`src/rtl/ifu_prefetch_queue.sv`:
```
// ifu_prefetch_queue
// Instruction-fetch front end. It sits between the IF stage and a 1-cycle-latency instruction SRAM.
// It issues sequential fetches ahead of decode and buffers each returned word, together with its PC,
// in a DEPTH-entry circular queue. Decode drains the queue over a valid/ready handshake.
// A redirect flushes the queue and any in-flight fetch, then restarts fetch at the new target.
//
// Handshake: a head entry moves to decode in any cycle where out_valid & out_ready are both high.
// out_valid does not depend on out_ready. out_pc and out_inst hold steady while out_valid is high
// and out_ready is low.
//
// Ports
//   clk, reset       clock; asynchronous active-high reset
//   inst_sram_*      SRAM fetch port. en/addr are the request; rdata returns one cycle later.
//                    wen and wdata are tied to zero.
//   redirect_valid/pc  flush and refetch from pc. pc bits [1:0] are ignored.
//   out_valid/ready/pc/inst  head-of-queue handshake toward decode
//   fill_level       number of occupied queue entries
module ifu_prefetch_queue #(
  parameter int DATA_W = 32,
  parameter int ADDR_W = 32,
  parameter int DEPTH  = 4,
  parameter logic [ADDR_W-1:0] RESET_PC = 'hBFC00000
) (
  input  logic                       clk,
  input  logic                       reset,
  output logic                       inst_sram_en,
  output logic [3:0]                 inst_sram_wen,
  output logic [ADDR_W-1:0]          inst_sram_addr,
  output logic [DATA_W-1:0]          inst_sram_wdata,
  input  logic [DATA_W-1:0]          inst_sram_rdata,
  input  logic                       redirect_valid,
  input  logic [ADDR_W-1:0]          redirect_pc,
  output logic                       out_valid,
  input  logic                       out_ready,
  output logic [ADDR_W-1:0]          out_pc,
  output logic [DATA_W-1:0]          out_inst,
  output logic [$clog2(DEPTH):0]     fill_level
);

  localparam int PW = $clog2(DEPTH);
  localparam int CW = PW + 1;
  localparam logic [CW:0] DEPTH_C = (CW+1)'(DEPTH);

  logic [ADDR_W-1:0] fetch_pc_q, fetch_pc_d;
  logic              inflight_q, inflight_d;
  logic [ADDR_W-1:0] inflight_pc_q, inflight_pc_d;
  logic [PW-1:0]     rd_ptr_q, rd_ptr_d;
  logic [PW-1:0]     wr_ptr_q, wr_ptr_d;
  logic [CW-1:0]     count_q, count_d;

  logic [ADDR_W-1:0] mem_pc   [DEPTH];
  logic [DATA_W-1:0] mem_inst [DEPTH];

  logic              pop;
  logic              wr_en;
  logic              issue;
  logic [CW:0]       occ;
  logic [ADDR_W-1:0] redirect_addr;
  logic [ADDR_W-1:0] issue_addr;

  assign redirect_addr = {redirect_pc[ADDR_W-1:2], 2'b00};

  // Count is zero during reset, so out_valid is low then as well.
  assign out_valid = (count_q != '0) && !redirect_valid;
  assign pop       = out_valid && out_ready;

  // Entries that are occupied or already promised to the in-flight word after this cycle's pop.
  // Issuing only below DEPTH reserves a slot for every returning word.
  assign occ   = {1'b0, count_q} + {{CW{1'b0}}, inflight_q} - {{CW{1'b0}}, pop};
  assign issue = !reset && (redirect_valid || (occ < DEPTH_C));

  // The response to the previous request is written unless a redirect discards it.
  assign wr_en = inflight_q && !redirect_valid;

  assign issue_addr      = redirect_valid ? redirect_addr : fetch_pc_q;
  assign inst_sram_en    = issue;
  assign inst_sram_addr  = issue_addr;
  assign inst_sram_wen   = 4'b0000;
  assign inst_sram_wdata = '0;

  assign out_pc     = mem_pc[rd_ptr_q];
  assign out_inst   = mem_inst[rd_ptr_q];
  assign fill_level = count_q;

  always_comb begin
    fetch_pc_d    = fetch_pc_q;
    inflight_d    = issue;
    inflight_pc_d = inflight_pc_q;
    rd_ptr_d      = rd_ptr_q;
    wr_ptr_d      = wr_ptr_q;
    count_d       = count_q;
    if (issue) begin
      fetch_pc_d    = issue_addr + ADDR_W'(4);
      inflight_pc_d = issue_addr;
    end
    if (redirect_valid) begin
      // Drop every buffered entry by moving the read pointer up to the write pointer.
      rd_ptr_d = wr_ptr_q;
      count_d  = '0;
    end else begin
      if (pop)   rd_ptr_d = rd_ptr_q + PW'(1);
      if (wr_en) wr_ptr_d = wr_ptr_q + PW'(1);
      count_d = count_q + CW'(wr_en) - CW'(pop);
    end
  end

  always_ff @(posedge clk or posedge reset) begin
    if (reset) begin
      fetch_pc_q    <= RESET_PC;
      inflight_q    <= 1'b0;
      inflight_pc_q <= '0;
      rd_ptr_q      <= '0;
      wr_ptr_q      <= '0;
      count_q       <= '0;
    end else begin
      fetch_pc_q    <= fetch_pc_d;
      inflight_q    <= inflight_d;
      inflight_pc_q <= inflight_pc_d;
      rd_ptr_q      <= rd_ptr_d;
      wr_ptr_q      <= wr_ptr_d;
      count_q       <= count_d;
    end
  end

  // The queue storage needs no reset. Count and the pointers decide which entries are meaningful.
  always_ff @(posedge clk) begin
    if (wr_en && !reset) begin
      mem_pc[wr_ptr_q]   <= inflight_pc_q;
      mem_inst[wr_ptr_q] <= inst_sram_rdata;
    end
  end

endmodule
```
`config.mk`:
```
export PLATFORM = sky130hd
export DESIGN_NAME = ifu_prefetch_queue
export DESIGN_NICKNAME = d
export VERILOG_FILES = /design/src/rtl/ifu_prefetch_queue.sv
export SDC_FILE = /design/constraint.sdc
export NUM_CORES = 1
export LEC_CHECK = 0
export ABC_AREA = 1
export CAP_MARGIN = 20
export CELL_PAD_IN_SITES_DETAIL_PLACEMENT = 1
export CELL_PAD_IN_SITES_GLOBAL_PLACEMENT = 1
export CORE_MARGIN = 5
export CORE_UTILIZATION = 35
export DETAILED_ROUTE_END_ITERATION = 8
export PLACE_DENSITY_LB_ADDON = 0.1
export SLEW_MARGIN = 20
export SYNTH_ARGS = -nofsm -noshare
export SYNTH_HDL_FRONTEND = slang
export SYNTH_SLANG_ARGS = --single-unit
```
`constraint.sdc`:
```
create_clock -name clk -period 8.99 [get_ports clk]
set_input_delay 1.3485 -clock clk [delete_from_list [all_inputs] [get_ports clk]]
set_output_delay 1.3485 -clock clk [all_outputs]
set_load 0.02 [all_outputs]
```
==> run metrics <==
number of diodes 0; CTS tree built; utilization after layout 43.30%; final slew viol count 0; die width 209.2 um; Synth cell types 32; period utilization 60.21%; CP startpoint kind primary input; Gates resized, CTS repair 0; Post-synth EDFFs 256; data arrival time of the critical path 4.06 ns; fraction of layout cells with a size suffix above 1 9.237%; Post-synth ARST share 21.47%; vias in the first global route 9,916; DRT Pass-1 Iters 5; top-area cell type share of the netlist area 55.35%; critical path peak fanout 44; fillcell total 4,284; Placed Instances 1,887; Detail Route Antenna Nets 0; largest net degree at the start of global routing 101; DR vias/cell 4.823; sequential fraction of the synthesis area 68.05%; number of synthesized register bits 326; Rel. slew slack 29.37%; first-pass GRT wire length 56.86 mm; Synth area leader edfxtp_1; GRT overflow 0; post-CTS setup buffer count 0; crit path kind in2out; worst skew pair latency 0.53 ns; main flop type after synthesis edfxtp_1; Worst Hold Class reg2reg; CP max stage cell clkdlybuf4s50_1; power per cell area 325.7 mW/mm2; GR Util All Layers 16.32%; root buffer cell clkbuf_16; setup violators final 0; WL/cell 18.69 um; Die Height 209.2 um; hold_buf cts 0; Synth Warn # 0; cell mode on critical path nand2_1; number of core rows 73; Worst-Margin Slew 1.059 ns; Max clock buf depth 3; DIE AREA 0.04376 mm2; placer congestion estimate 0.7873; data required time of the worst path 7.64 ns; Synth Area per Inst 11.13 um2; TritonCTS buffer count 38; DP HPWL 22.01 mm; clock-pin slew on the worst setup and hold paths 0.06 ns; Starting DRT DRC Count 415; initial antenna violation count 0; core area 0.03946 mm2; R2R Setup Slk 5.55 ns; DR DRC count 0; Pleak 0.006226 uW; Final nets 1,481; status finished, final reports clean; Post-Syn Area 0.01389 mm2; WL final 36.52 mm; MaxCap Viol Count 0; critical-path cell list buf_2 > buf_4 > a21oi_1 > nand2_1 > inv_1 > ha_1 > inv_1 > ha_1 > nand4_1 > nand2_1 > nand2_1 > nand2_1 > nand3_1 > buf_4 > nand2_4 > clkdlybuf4s50_1; Crit. End Element output port; Starting Density 35.20%; CTS H-tree depth 2; setup TNS 0 ns; max frequency 0.1848 GHz; Layout area overhead 23.03%; Setup Skew 0.01641 ns; Cell Count, Final, Fillers Out 1,954; cell count after synthesis 1,248; routed via count 9,424; CTS Sinks 326; worst vdd ir 290.0 uV; dominant cells by area after synthesis edfxtp_1 (55%), dfrtp_1 (11%), nor2_1 (5.7%), o21ai_0 (5.0%), nand2_1 (4.8%); Boundary Pins 205; RSZ-0062 raised after global routing no; Max stage delay on crit path 0.60 ns; Min Clock Period, post-route 5.412 ns; PortBufs 166; Final Hold Viols 0
==> worst paths after layout <==
kind,startpoint,endpoint,depth (start not counted)
worst max-delay path,redirect_valid,inst_sram_en,16
worst min-delay path,fetch_pc_q[26],fetch_pc_q[26],2
worst max register to register,fill_level[0],fetch_pc_q[2],17
worst min register to register,fetch_pc_q[26],fetch_pc_q[26],2
max in group asynchronous,reset,fetch_pc_q[27],3
min in group asynchronous,reset,fetch_pc_q[1],2
==> sequential cells by signal (all words and copies together), names as in the netlist <==
name / count
inflight_q: 1
mem_inst: 128
mem_pc: 128
inflight_pc_q: 30
fill_level: 3
fetch_pc_q: 32
rd_ptr_q: 2
wr_ptr_q: 2
==> layout by cell type (no fill, tap or decap) <==
| cell type | synthesis | layout |
|---|---|---|
| edfxtp_1 | 256 | 256 |
| nor2_1 | 212 | 208 |
| nand2_1 | 178 | 177 |
| clkdlybuf4s50_1 | 0 | 165 |
| o21ai_0 | 139 | 139 |
| o22ai_1 | 65 | 65 |
| dfrtp_1 | 61 | 59 |
| inv_1 | 58 | 55 |
| nand3_1 | 49 | 49 |
| a21oi_1 | 47 | 47 |
| clkbuf_16 | 0 | 41 |
| conb_1 | 1 | 36 |
| nand2_2 | 26 | 26 |
| buf_4 | 38 | 13 |
| nor2_4 | 7 | 11 |
| ha_1 | 10 | 10 |
| dfstp_2 | 9 | 9 |
| nor2_2 | 7 | 7 |
| clkbuf_1 | 46 | 7 |
| clkinv_1 | 0 | 6 |
| xor2_1 | 5 | 5 |
| nand2_4 | 3 | 4 |
| o21ai_1 | 4 | 4 |
| clkinv_2 | 0 | 4 |
| and2_1 | 3 | 3 |
| clkinv_4 | 0 | 3 |
| clkbuf_8 | 0 | 3 |
| inv_6 | 1 | 2 |
| inv_2 | 0 | 2 |
| o21a_1 | 2 | 2 |
| clkinvlp_4 | 0 | 2 |
| nand4_1 | 1 | 1 |
| or2_2 | 1 | 1 |
| or2_1 | 1 | 1 |
| inv_4 | 0 | 1 |
| nor3_1 | 1 | 1 |
| fa_1 | 1 | 1 |
| buf_2 | 10 | 1 |
| dfrtp_4 | 0 | 1 |
| dfrtp_2 | 0 | 1 |
==> kinds of logic (layout without fill, tap and decap cells) <==
| kind of cell | after synthesis | after routing | share of synthesized area [%] |
|---|---|---|---|
| and+or+nand+nor | 489 | 489 | 14.91 |
| DFF | 326 | 326 | 68.05 |
| AOI/OAI and AO/OA | 257 | 257 | 9.883 |
| buffers and inverters | 159 | 305 | 5.775 |
| adders and majority gates | 11 | 11 | 1.045 |
| xor gates and xnor gates | 5 | 5 | 0.3153 |
| other | 1 | 36 | 0.02700 |
==> per-stage QoR <==
step,total power [uW],instance area (um2),setup slack (ns),hold slack [ns]
after floorplan,3316,14020,2.555,0.4639
after global placement,4141,15900,3.579,0.4734
after detailed placement,4183,15900,3.522,0.4834
after CTS,5660,17090,3.509,0.4907
after global routing,5905,17090,3.290,0.5161
final,5565,17090,3.578,0.4866
==> synthesized netlist by cell type (9+ instances only) <==
library cell  number
inv_1             58
nor2_1           212
dfrtp_1           61
o22ai_1           65
buf_4             38
edfxtp_1         256
nand2_1          178
ha_1              10
buf_2             10
nand3_1           49
nand2_2           26
clkbuf_1          46
a21oi_1           47
o21ai_0          139
dfstp_2            9
==> routing by layer <==
metal  global-route usage (%)  up-vias  routed length [um]
met4                    4.005        0                 673
li1                         -     4550                   -
met1                    21.85     4651               16850
met3                    3.243       48                1425
met5                        0        -                   0
met2                    27.47      175               17580
==> worst max-delay path: cells and delay by family <==
| kind | cells | cell delay [ns] |
|---|---|---|
| simple gates | 7 | 0.63 |
| compound gates | 1 | 0.23 |
| fa+ha+maj | 2 | 0.44 |
| buf+inv | 6 | 1.38 |
==> cell type report <==
type | count | area [um2] | area share (%)
sequential | 326 | 9455 | 55.34
tap | 525 | 656.9 | 3.844
multi-input combinational | 798 | 3805 | 22.27
inverter | 59 | 229.0 | 1.340
timing repair buffer | 179 | 1754 | 10.27
clock inverter | 16 | 92.59 | 0.5419
clock buffer | 51 | 1094 | 6.400
==> where the power goes <==
part           internal, uW  switching (uW)
clock network           855             600
registers              1960             195
logic                   716            1240
No activity file was read; power rests on OpenSTA's default activity.
